==> config.mk <==
export PLATFORM = sky130hd
export DESIGN_NAME = conv_seq_ctrl
export DESIGN_NICKNAME = d
export VERILOG_FILES = /design/src/rtl/conv_seq_ctrl.sv
export SDC_FILE = /design/constraint.sdc
export NUM_CORES = 1
export LEC_CHECK = 0
export ABC_CLOCK_PERIOD_IN_PS = 4500
export CAP_MARGIN = 20
export CORE_MARGIN = 2
export CORE_UTILIZATION = 48
export DETAILED_ROUTE_END_ITERATION = 7
export PLACE_DENSITY = 0.86
export SYNTH_ARGS = -nofsm -noshare
export SYNTH_HDL_FRONTEND = slang
export SYNTH_SLANG_ARGS = --single-unit
==> constraint.sdc <==
create_clock -name clk -period 4.5 [get_ports clk]
set_input_delay 1.125 -clock clk [delete_from_list [all_inputs] [get_ports clk]]
set_output_delay 1.125 -clock clk [all_outputs]
set_load 0.03 [all_outputs]
==> src/rtl/conv_seq_ctrl.sv <==
// conv_seq_ctrl: layer sequencer for the 3x3 conv engine.
// For each input channel it reads and loads the weight/bias word, streams
// IMG_H/ROWS_PER_PASS row groups of IMG_W column beats into the PE array,
// commands the output-feature-map send and waits for the stream's tlast.
//
// Ports
//   clk, rstn               clock, synchronous active-low reset
//   i_start, i_num_ic       layer start (IDLE only) and channel count
//   i_abort                 synchronous abort, any state
//   o_busy, o_done, o_err   status: busy, end-of-layer pulse, sticky timeout
//   o_param_rd_en/addr      param memory read (1-cycle latency on i_param_data)
//   o_params, o_params_valid  registered param word and its load strobe
//   o_current_ic            channel index under process
//   i_rows_ready            line buffer has the rows for the current group
//   o_row_fetch_en          combinational column advance to the line buffer
//   o_pe_valid              fetch delayed one cycle, data valid to the PEs
//   o_img_row_done          end-of-group pulse
//   o_send_flg              send command to the engine
//   i_axis_*                monitored engine output stream
module conv_seq_ctrl #(
  parameter int unsigned IMG_W         = 48,
  parameter int unsigned IMG_H         = 48,
  parameter int unsigned ROWS_PER_PASS = 3,
  parameter int unsigned PARAM_W       = 80,
  parameter int unsigned TLAST_TIMEOUT = 65535
) (
  input  logic               clk,
  input  logic               rstn,
  input  logic               i_start,
  input  logic               i_abort,
  input  logic [5:0]         i_num_ic,
  output logic               o_busy,
  output logic               o_done,
  output logic               o_err,
  output logic               o_param_rd_en,
  output logic [5:0]         o_param_addr,
  input  logic [PARAM_W-1:0] i_param_data,
  output logic [PARAM_W-1:0] o_params,
  output logic               o_params_valid,
  output logic [5:0]         o_current_ic,
  input  logic               i_rows_ready,
  output logic               o_row_fetch_en,
  output logic               o_pe_valid,
  output logic               o_img_row_done,
  output logic               o_send_flg,
  input  logic               i_axis_tvalid,
  input  logic               i_axis_tready,
  input  logic               i_axis_tlast
);

  localparam int unsigned IC_W   = 6;
  localparam int unsigned GROUPS = IMG_H / ROWS_PER_PASS;
  localparam int unsigned COL_W  = (IMG_W > 1) ? $clog2(IMG_W) : 1;
  localparam int unsigned GRP_W  = (GROUPS > 1) ? $clog2(GROUPS) : 1;
  localparam int unsigned TMO_W  = $clog2(TLAST_TIMEOUT + 1);

  typedef enum logic [3:0] {
    S_IDLE, S_PRM_RD, S_PRM_LD, S_WAIT_ROWS, S_STREAM,
    S_ROW_DONE, S_SEND, S_WAIT_TLAST, S_DONE
  } state_t;

  state_t             state_q, state_d;
  logic [IC_W-1:0]    ic_q, ic_d;
  logic [IC_W-1:0]    num_ic_q, num_ic_d;
  logic [COL_W-1:0]   col_q, col_d;
  logic [GRP_W-1:0]   group_q, group_d;
  logic [TMO_W-1:0]   tmo_q, tmo_d;
  logic               err_q, err_d;
  logic [PARAM_W-1:0] params_q, params_d;
  logic               busy_q, busy_d;
  logic               done_q, done_d;
  logic               rd_en_q, rd_en_d;
  logic               pvalid_q, pvalid_d;
  logic               pe_valid_q, pe_valid_d;
  logic               row_done_q, row_done_d;
  logic               send_q, send_d;
  logic               fetch_c;
  logic               tlast_hs_c;

  assign fetch_c    = (state_q == S_STREAM) && i_rows_ready;
  assign tlast_hs_c = i_axis_tvalid && i_axis_tready && i_axis_tlast;

  // Next-state, datapath and registered-output decode
  always_comb begin
    state_d    = state_q;
    ic_d       = ic_q;
    num_ic_d   = num_ic_q;
    col_d      = col_q;
    group_d    = group_q;
    tmo_d      = tmo_q;
    err_d      = err_q;
    params_d   = params_q;
    pvalid_d   = 1'b0;
    pe_valid_d = fetch_c;
    row_done_d = 1'b0;

    case (state_q)
      S_IDLE: begin
        if (i_start) begin
          err_d = 1'b0;
          if (i_num_ic != '0) begin
            num_ic_d = i_num_ic;
            ic_d     = '0;
            state_d  = S_PRM_RD;
          end else begin
            state_d  = S_DONE;
          end
        end
      end
      S_PRM_RD: state_d = S_PRM_LD;
      S_PRM_LD: begin
        params_d = i_param_data;
        pvalid_d = 1'b1;
        state_d  = S_WAIT_ROWS;
      end
      S_WAIT_ROWS: begin
        if (i_rows_ready) state_d = S_STREAM;
      end
      S_STREAM: begin
        if (fetch_c) begin
          if (col_q == COL_W'(IMG_W - 1)) begin
            col_d   = '0;
            state_d = S_ROW_DONE;
          end else begin
            col_d   = col_q + COL_W'(1);
          end
        end
      end
      S_ROW_DONE: begin
        // Pulse lands one cycle after the group's final pe_valid
        row_done_d = 1'b1;
        if (group_q == GRP_W'(GROUPS - 1)) begin
          group_d = '0;
          state_d = S_SEND;
        end else begin
          group_d = group_q + GRP_W'(1);
          state_d = S_WAIT_ROWS;
        end
      end
      S_SEND: begin
        tmo_d   = '0;
        state_d = S_WAIT_TLAST;
      end
      S_WAIT_TLAST: begin
        // tlast beats a coincident timeout
        if (tlast_hs_c) begin
          if (ic_q == IC_W'(num_ic_q - IC_W'(1))) begin
            state_d = S_DONE;
          end else begin
            ic_d    = ic_q + IC_W'(1);
            state_d = S_PRM_RD;
          end
        end else if (tmo_q == TMO_W'(TLAST_TIMEOUT - 1)) begin
          err_d   = 1'b1;
          state_d = S_DONE;
        end else begin
          tmo_d   = tmo_q + TMO_W'(1);
        end
      end
      S_DONE:  state_d = S_IDLE;
      default: state_d = S_IDLE;
    endcase

    // Abort wins over every transition but leaves the error flag alone
    if (i_abort) begin
      state_d    = S_IDLE;
      ic_d       = '0;
      num_ic_d   = '0;
      col_d      = '0;
      group_d    = '0;
      tmo_d      = '0;
      err_d      = err_q;
      params_d   = '0;
      pvalid_d   = 1'b0;
      pe_valid_d = 1'b0;
      row_done_d = 1'b0;
    end

    busy_d  = (state_d != S_IDLE);
    done_d  = (state_d == S_DONE);
    rd_en_d = (state_d == S_PRM_RD);
    send_d  = (state_d == S_SEND);
  end

  // State and output registers
  always_ff @(posedge clk) begin
    if (!rstn) begin
      state_q    <= S_IDLE;
      ic_q       <= '0;
      num_ic_q   <= '0;
      col_q      <= '0;
      group_q    <= '0;
      tmo_q      <= '0;
      err_q      <= 1'b0;
      params_q   <= '0;
      busy_q     <= 1'b0;
      done_q     <= 1'b0;
      rd_en_q    <= 1'b0;
      pvalid_q   <= 1'b0;
      pe_valid_q <= 1'b0;
      row_done_q <= 1'b0;
      send_q     <= 1'b0;
    end else begin
      state_q    <= state_d;
      ic_q       <= ic_d;
      num_ic_q   <= num_ic_d;
      col_q      <= col_d;
      group_q    <= group_d;
      tmo_q      <= tmo_d;
      err_q      <= err_d;
      params_q   <= params_d;
      busy_q     <= busy_d;
      done_q     <= done_d;
      rd_en_q    <= rd_en_d;
      pvalid_q   <= pvalid_d;
      pe_valid_q <= pe_valid_d;
      row_done_q <= row_done_d;
      send_q     <= send_d;
    end
  end

  assign o_busy         = busy_q;
  assign o_done         = done_q;
  assign o_err          = err_q;
  assign o_param_rd_en  = rd_en_q;
  assign o_param_addr   = ic_q;
  assign o_params       = params_q;
  assign o_params_valid = pvalid_q;
  assign o_current_ic   = ic_q;
  assign o_row_fetch_en = fetch_c;
  assign o_pe_valid     = pe_valid_q;
  assign o_img_row_done = row_done_q;
  assign o_send_flg     = send_q;

endmodule

# ---- Yosys cells after proc, flatten, opt, wreduce, memory -nomap -nowiden
# Index checks and enable logic that the tools add are counted.
dict set report word_totals {
  input_bits 94
  ff_bits 130
}
dict set report op_classes {
  addsub 5
  bitwise 2
  n_reduce_logical 14
  mux 27
  n_eq_ne 21
}
# op count
set op_table {}
lappend op_table {{4-bit 2-to-1 mux} 10}
lappend op_table {{16-bit 2-to-1 mux} 2}
lappend op_table {{16-bit case mux with 2 select lines} 1}
lappend op_table {{4-bit case mux with 8 select lines} 1}
lappend op_table {{6-bit 2-to-1 mux} 5}
lappend op_table {{4-bit by 3-bit equality test with 1-bit output, second input constant} 5}
lappend op_table {{16-bit by 1-bit adder with 16-bit output, second input constant} 1}
lappend op_table {{16-bit equality test, second input constant} 1}
lappend op_table {{2-bit != test, second input constant} 7}
lappend op_table {{6-bit by 1-bit adder with 6-bit output, second input constant} 2}
lappend op_table {{6-bit case mux with 2 select lines} 1}
lappend op_table {{5-bit AND reduction} 2}
lappend op_table {{4-bit by 1-bit equality test with 1-bit output, second input constant} 2}
lappend op_table {{4-bit by 2-bit equality test with 1-bit output, second input constant} 2}
lappend op_table {{4-bit equality test, second input constant} 2}
lappend op_table {{6-bit equality test} 1}
lappend op_table {{6-bit equality test, second input constant} 1}
lappend op_table {{3-bit AND reduction} 2}
lappend op_table {{6-bit nonzero test} 1}
lappend op_table {{6-bit by 1-bit subtractor with 6-bit output, second input constant} 1}
lappend op_table {{1-bit 2-to-1 mux} 5}
lappend op_table {{4-bit by 1-bit adder with 4-bit output, second input constant} 1}
lappend op_table {{4-bit logical NOT} 1}
lappend op_table {{2-bit nonzero test} 2}
lappend op_table {{7 further kinds} 10}

# ---- Depth between registers and ports, before layout
# Gate-level depths: netlist of run 1.
dict set report depth {
  ltp_word 7
  depth_mapped 9
  mapped_depth_nobuf 8
}

# ---- Worst setup path after synthesis of run 1
# No wires, ideal clock.
dict set report synth_path {
  path_type {in2out}
  startpoint {input i_rows_ready}
  endpoint {output o_row_fetch_en}
  stages 3
  arrival_time_ns 1.720
  slack_ns 1.655
  path_cell_list {nor3b_1 and2_1 buf_2}
}
dict set report synth_between {
  elab_chain_len 1
}
# element line_no
set synth_lines {}
lappend synth_lines {{from (decl)} 41} ;# input logic i_rows_ready,
lappend synth_lines {{1-bit logical AND} 80} ;# assign fetch_c = (state_q == S_STREAM) && i_rows_ready;
lappend synth_lines {{to (decl)} 42} ;# output logic o_row_fetch_en,
# No other way between the ends.

# ---- Final worst setup path of run 1
# Ends and elaborated chain as after synthesis.

==> metrics.cfg, run 1 <==
[critical_path]
cp.required_ns = 3.38
crit_path_end_kind = primary output
cp-start-kind = input port
worstSetupPathType = input port to primary output
critPathArrivalTime_ns = 2.97
cp_max_fo = 5

[global_routing]
grt_pass1_vias = 5205
grt_max_degree = 81
antenna_found_initial = 0
grt_pass1_wl_um = 24300
grt_usage_pct = 26.2
grt_overflow = 0

[status]
outcome = completed

[layout]
fill_cells = 759
mostFrequentLayoutCell = clkdlybuf4s50_1
drive_gt1_share_pct = 5.97
regArea_um2 = 2600
area.growth.synth_to_final_pct = 48.7
final_cell_mix = 194 x clkdlybuf4s50_1, 185 x nand2_1, 130 x dfxtp_1, 105 x a21oi_1, 38 x nor2_1
nets = 924
multi_input_area_um2 = 2450

[clock_tree]
clkSlewWorstSetupHoldPaths_ns = 0.06
clkLatencyLatePin_ns = 0.51
cts_resized = 0
cts_root_buffer = clkbuf_8
clockBufferDepth = 2
cts_tree = done
cts_buffers = 17
cts_max_level = 4
cts_hold_buf = 0
postCtsSetupBuffers = 0
cts_sinks = 130

[routing]
wl_per_cell_um = 15.5
firstDrtPassIters = 4
ant_nets = 0
drc_errors = 0
vias_per_cell = 5.27
wirelength_um = 15200
drt_iter0_markers = 243
via_count = 5153

[place]
io_buffers = 194
place_congestion = 0.762
hpwl_um = 10400

[floorplanning]
rows = 38
dieArea_um2 = 11800
dieWidth_um = 109
die_h_um = 109
start_util_pct = 48.8
core_um2 = 10800
io_pins = 195

[sta]
fin_skew_ns = 0.0164
rsz0062_at_grt = no
min_period_ns = 4.10
fmax_mhz = 244
fin_crit_sh_pct = 91.0
hold_violations = 0
worst_pin_slew_ns = 0.855
slew_headroom_pct = 43.0
setup_viol = 0
tns_ns = 0
drv_slew = 0

[synth]
ys_seq_area_share_pct = 49.4
ys_ff_latch = 130
mappedNetlistArea_um2 = 5270
ys_warn_count = 0
syn_inst = 651
synth_fp_nets = 751
synth_edf_count = 0
async_reset_ff_share_pct = 0
ys.flop_type = dfxtp_1
avgSynthCellArea_um2 = 8.10
ys_types = 51

[pwr]
power_density_nw_per_um2 = 349
p_leak_uw = 0.00262
ir_drop_v = 0.000239
power.total_uw = 2740

[min_path]
hold_class = flip-flop to flip-flop

[flow_run]
cap_violations = 0

[flip-flops by register name (all words and copies together) (netlist names), 4 cells and up]
| name | cells |
|---|---|
| group_q | 4 |
| col_q | 6 |
| tmo_q | 16 |
| state_q | 4 |
| num_ic_q | 6 |
| o_current_ic | 6 |
| o_params | 80 |
[metal layers]
metal	up-vias	wire length, um	track usage, %
li1	2526	-	-
met1	2416	5880	29.7
met2	193	7830	45.2
met3	18	1230	9.32
met4	0	209	9.89
met5	-	0	0
[final timing paths]
| kind | startpoint | to | slack [ns] | cells after the start |
|---|---|---|---|---|
| hold / removal | o_params[70]$_SDFFE_PP0P_ | o_params[70]$_SDFFE_PP0P_ | 0.45 | 2 |
| setup / recovery | i_rows_ready | o_row_fetch_en | 0.40 | 4 |
| hold reg to reg | o_params[70]$_SDFFE_PP0P_ | o_params[70]$_SDFFE_PP0P_ | 0.45 | 2 |
| setup reg to reg | num_ic_q[0]$_SDFFE_PP0P_ | o_send_flg$_SDFF_PN0_ | 2.17 | 8 |
[synthesized netlist by cell type (all sizes together), types with 10 or more instances]
cell type / count / area (um2)
o21ai: 19 / 95.1
xnor2: 10 / 87.6
buf: 13 / 82.6
nand2: 185 / 694
dfxtp: 130 / 2600
clkbuf: 30 / 113
nand4: 10 / 68.8
or3: 14 / 87.6
nor2: 38 / 143
nand3: 15 / 75.1
a21oi: 106 / 542
[cells by family (layout without fill, tap and decap cells)]
group | count (synthesis) | count (layout) | share of synthesized area, %
XOR/XNOR | 19 | 19 | 3.16
AND/OR/NAND/NOR | 297 | 297 | 25.3
multiplexers | 7 | 7 | 1.33
adder cells (fa/ha/maj) | 6 | 6 | 1.42
flip-flops | 130 | 130 | 49.4
buffers and inverters | 52 | 238 | 4.34
AO/OA/AOI/OAI | 140 | 140 | 15.0
other | 0 | 1 | 0
[power by group]
group / leakage [uW] / total [uW] / internal, uW / switching [uW]
Clock: 0.000284 / 1390 / 902 / 488
Sequential: 0.00105 / 1170 / 1160 / 7.50
Combinational: 0.00129 / 179 / 101 / 77.9
[area by class of cell]
| class | instances | share of cell area (%) |
|---|---|---|
| multi-input combinational | 469 | 31.3 |
| clock buffer | 24 | 6.13 |
| sequential | 130 | 33.2 |
| tap | 140 | 2.23 |
| inverter | 9 | 0.431 |
| antenna | 1 | 0.0319 |
| timing repair buffer | 197 | 25.1 |
| clock inverter | 8 | 1.60 |
[per-stage QoR]
step / worst slack [ns] / hold slack [ns] / utilization (%) / area [um2] / cells
after global routing: 0.312 / 0.471 / 72.6 / 7840 / 977
after CTS: 0.395 / 0.454 / 72.6 / 7840 / 977
after detailed placement: 0.411 / 0.446 / 67.0 / 7230 / 945
after global placement: 0.438 / 0.440 / 67.0 / 7230 / 945
after floorplan: 1.65 / 0.454 / - / 5270 / 651
final: 0.404 / 0.454 / 72.6 / 7840 / 978
[critical path, stage by stage]
cell and delay (ns):
clkdlybuf4s50_1 0.52, nor3b_1 0.32, and2_1 0.29, clkdlybuf4s50_1 0.71
No activity file was read; power rests on OpenSTA's default activity.
==> run 2: changes to the inputs <==
ABC_CLOCK_PERIOD_IN_PS = 3900   (was 4500)
CORE_UTILIZATION = 44   (was 48)
PLACE_DENSITY = 0.79   (was 0.86)
clock period = 3.9 ns   (was 4.5 ns; I/O delays follow)
==> metrics.cfg, run 2 (synthesis results as in run 1) <==
[global_routing]
use_met1_pct = 25.4  ; was 29.7%
grt_usage_pct = 22.9  ; was 26.2%
grt_pass1_wl_um = 23500  ; was 24300 um
grt_max_degree = 82  ; was 81
busiest_layer = met2  ; unchanged
met3_usage_pct = 10.5  ; was 9.32%
grt_overflow = 0  ; unchanged
use_met2_pct = 37.8  ; was 45.2%
grt_pass1_vias = 5003  ; was 5205
antenna_found_initial = 0  ; unchanged

[sta]
timing.hold.ws_ns = 0.452  ; was 0.454 ns
drv_slew = 0  ; unchanged
fmax_mhz = 267
hold_violations = 0  ; unchanged
slew_headroom_pct = 30.3  ; was 43.0%
min_period_ns = 3.74
tns_ns = 0  ; unchanged
fin_crit_sh_pct = 95.9
worst_pin_slew_ns = 1.04  ; was 0.855 ns
fin_skew_ns = 0.00663  ; was 0.0164 ns
setup_viol = 0  ; unchanged
rsz0062_at_grt = no  ; unchanged

[pwr]
power_density_nw_per_um2 = 410  ; was 349 nW/um2
p_leak_uw = 0.00266  ; was 0.00262 uW
ir_drop_v = 0.000286  ; was 0.000239 V

[layout]
area.growth.synth_to_final_pct = 49.8  ; was 48.7%
post-route-util_pct = 68.3  ; was 72.6%
final_cell_mix = 194 x clkdlybuf4s50_1, 185 x nand2_1, 130 x dfxtp_1, 105 x a21oi_1, 38 x nor2_1  ; unchanged
largest_reg_flops = 80  ; unchanged
drive_gt1_share_pct = 6.32  ; was 5.97%
antenna_cells = 0  ; was 1
nets = 925  ; was 924
mostFrequentLayoutCell = clkdlybuf4s50_1  ; unchanged
fill_cells = 916  ; was 759

[floorplanning]
rows = 39  ; was 38
start_util_pct = 45.6  ; was 48.8%
io_pins = 195  ; unchanged
die_h_um = 113  ; was 109 um
core_um2 = 11600  ; was 10800 um2
dieWidth_um = 113  ; was 109 um
dieArea_um2 = 12900  ; was 11800 um2

[critical_path]
critPathSlowestCell = clkdlybuf4s50_1  ; unchanged
cp-start-kind = input port  ; unchanged
path_cells = clkdlybuf4s50_1 -> nor3b_1 -> and2_1 -> clkdlybuf4s50_1  ; unchanged
worstSetupPathType = input port to primary output  ; unchanged
critPathArrivalTime_ns = 2.76  ; was 2.97 ns
crit_family = buffers and inverters  ; unchanged
cpPeakStageDelay_ns = 0.68  ; was 0.71 ns
cp_max_fo = 4  ; was 5
worst_path_most_repeated_cell = clkdlybuf4s50_1  ; unchanged
crit_path_end_kind = primary output  ; unchanged
path_buf_inv = 2  ; unchanged
r2r_cells = 8  ; unchanged
cp.required_ns = 2.92  ; was 3.38 ns
cp_num_cells = 4  ; unchanged

[min_path]
hold_class = flip-flop to flip-flop  ; unchanged
min_path_cells = 2  ; unchanged

[status]
outcome = completed  ; unchanged

[clock_tree]
cts_tree = done  ; unchanged
cts_max_level = 4  ; unchanged
cts_buffers = 17  ; unchanged
postCtsSetupBuffers = 0  ; unchanged
clkLatencyLatePin_ns = 0.41  ; was 0.51 ns
clkSlewWorstSetupHoldPaths_ns = 0.05  ; was 0.06 ns
clockBufferDepth = 2  ; unchanged
cts_root_buffer = clkbuf_16  ; was clkbuf_8
cts_hold_buf = 0  ; unchanged
cts_resized = 0  ; unchanged
cts_sinks = 130  ; unchanged

[routing]
wirelength_um = 14700  ; was 15200 um
ant_nets = 0  ; unchanged
firstDrtPassIters = 4  ; unchanged
wl_per_cell_um = 15.0  ; was 15.5 um
vias_per_cell = 5.14  ; was 5.27
drt_iter0_markers = 213  ; was 243
drc_errors = 0  ; unchanged
via_count = 5046  ; was 5153

[place]
io_buffers = 194  ; unchanged
place_congestion = 0.869  ; was 0.762
hpwl_um = 10000  ; was 10400 um

[flow_run]
cap_violations = 0  ; unchanged

-- run 2: cell count changes in the layout (fill, tap and decap cells not counted), sizes merged --
cell and delta:
clkinv +5, clkbuf -3, clkinvlp -3, buf +1, bufinv +1, diode -1
-- run 2: area by class of cell --
class | count | area, um2 | share of cell area (%)
flip-flops and latches | 130 | 2600 | 33.0
multi-input cells | 469 | 2450 | 31.1
repair buffers | 198 | 2000 | 25.3
clock buffers | 21 | 470 | 5.96
well taps | 143 | 179 | 2.27
clock inverters | 11 | 158 | 2.00
inverters | 9 | 33.8 | 0.428
-- run 2: final timing paths --
check / slack [ns] / from / to
min reg2reg: 0.45 / o_params[77]$_SDFFE_PP0P_ / o_params[77]$_SDFFE_PP0P_
max reg2reg: 1.55 / num_ic_q[0]$_SDFFE_PP0P_ / o_send_flg$_SDFF_PN0_
max: 0.16 / i_rows_ready / o_row_fetch_en
min: 0.45 / o_params[77]$_SDFFE_PP0P_ / o_params[77]$_SDFFE_PP0P_
-- run 2: power by group --
group	internal, uW	switching [uW]	total [uW]	leakage (uW)
Combinational	118	91.2	209	0.00130
Clock	1110	570	1680	0.000312
Sequential	1340	8.37	1350	0.00105
-- run 2: through the flow --
| stage | total power (uW) | cells | area [um2] | worst slack [ns] |
|---|---|---|---|---|
| floorplan | 1450 | 651 | 5270 | 1.35 |
| global placement | 1580 | 949 | 7270 | 0.167 |
| detailed placement | 1580 | 949 | 7270 | 0.185 |
| CTS | 3260 | 981 | 7890 | 0.168 |
| global route | 3330 | 981 | 7890 | 0.114 |
| finish | 3240 | 981 | 7890 | 0.161 |
-- run 2: layer usage --
metal | vias to the layer above | part of all wire, %
li1 | 2532 | -
met2 | 158 | 49
met1 | 2326 | 40
met5 | - | 0
met4 | 0 | 2.5
met3 | 30 | 8.5
-- run 2: worst register-to-register path: cells and delay by family (launching register included) --
family | cells | cell delay, ns
AND/OR/NAND/NOR | 2 | 0.51
adder cells (fa/ha/maj) | 1 | 0.23
flip-flops | 1 | 0.44
buffers and inverters | 1 | 0.08
AO/OA/AOI/OAI | 4 | 1.05
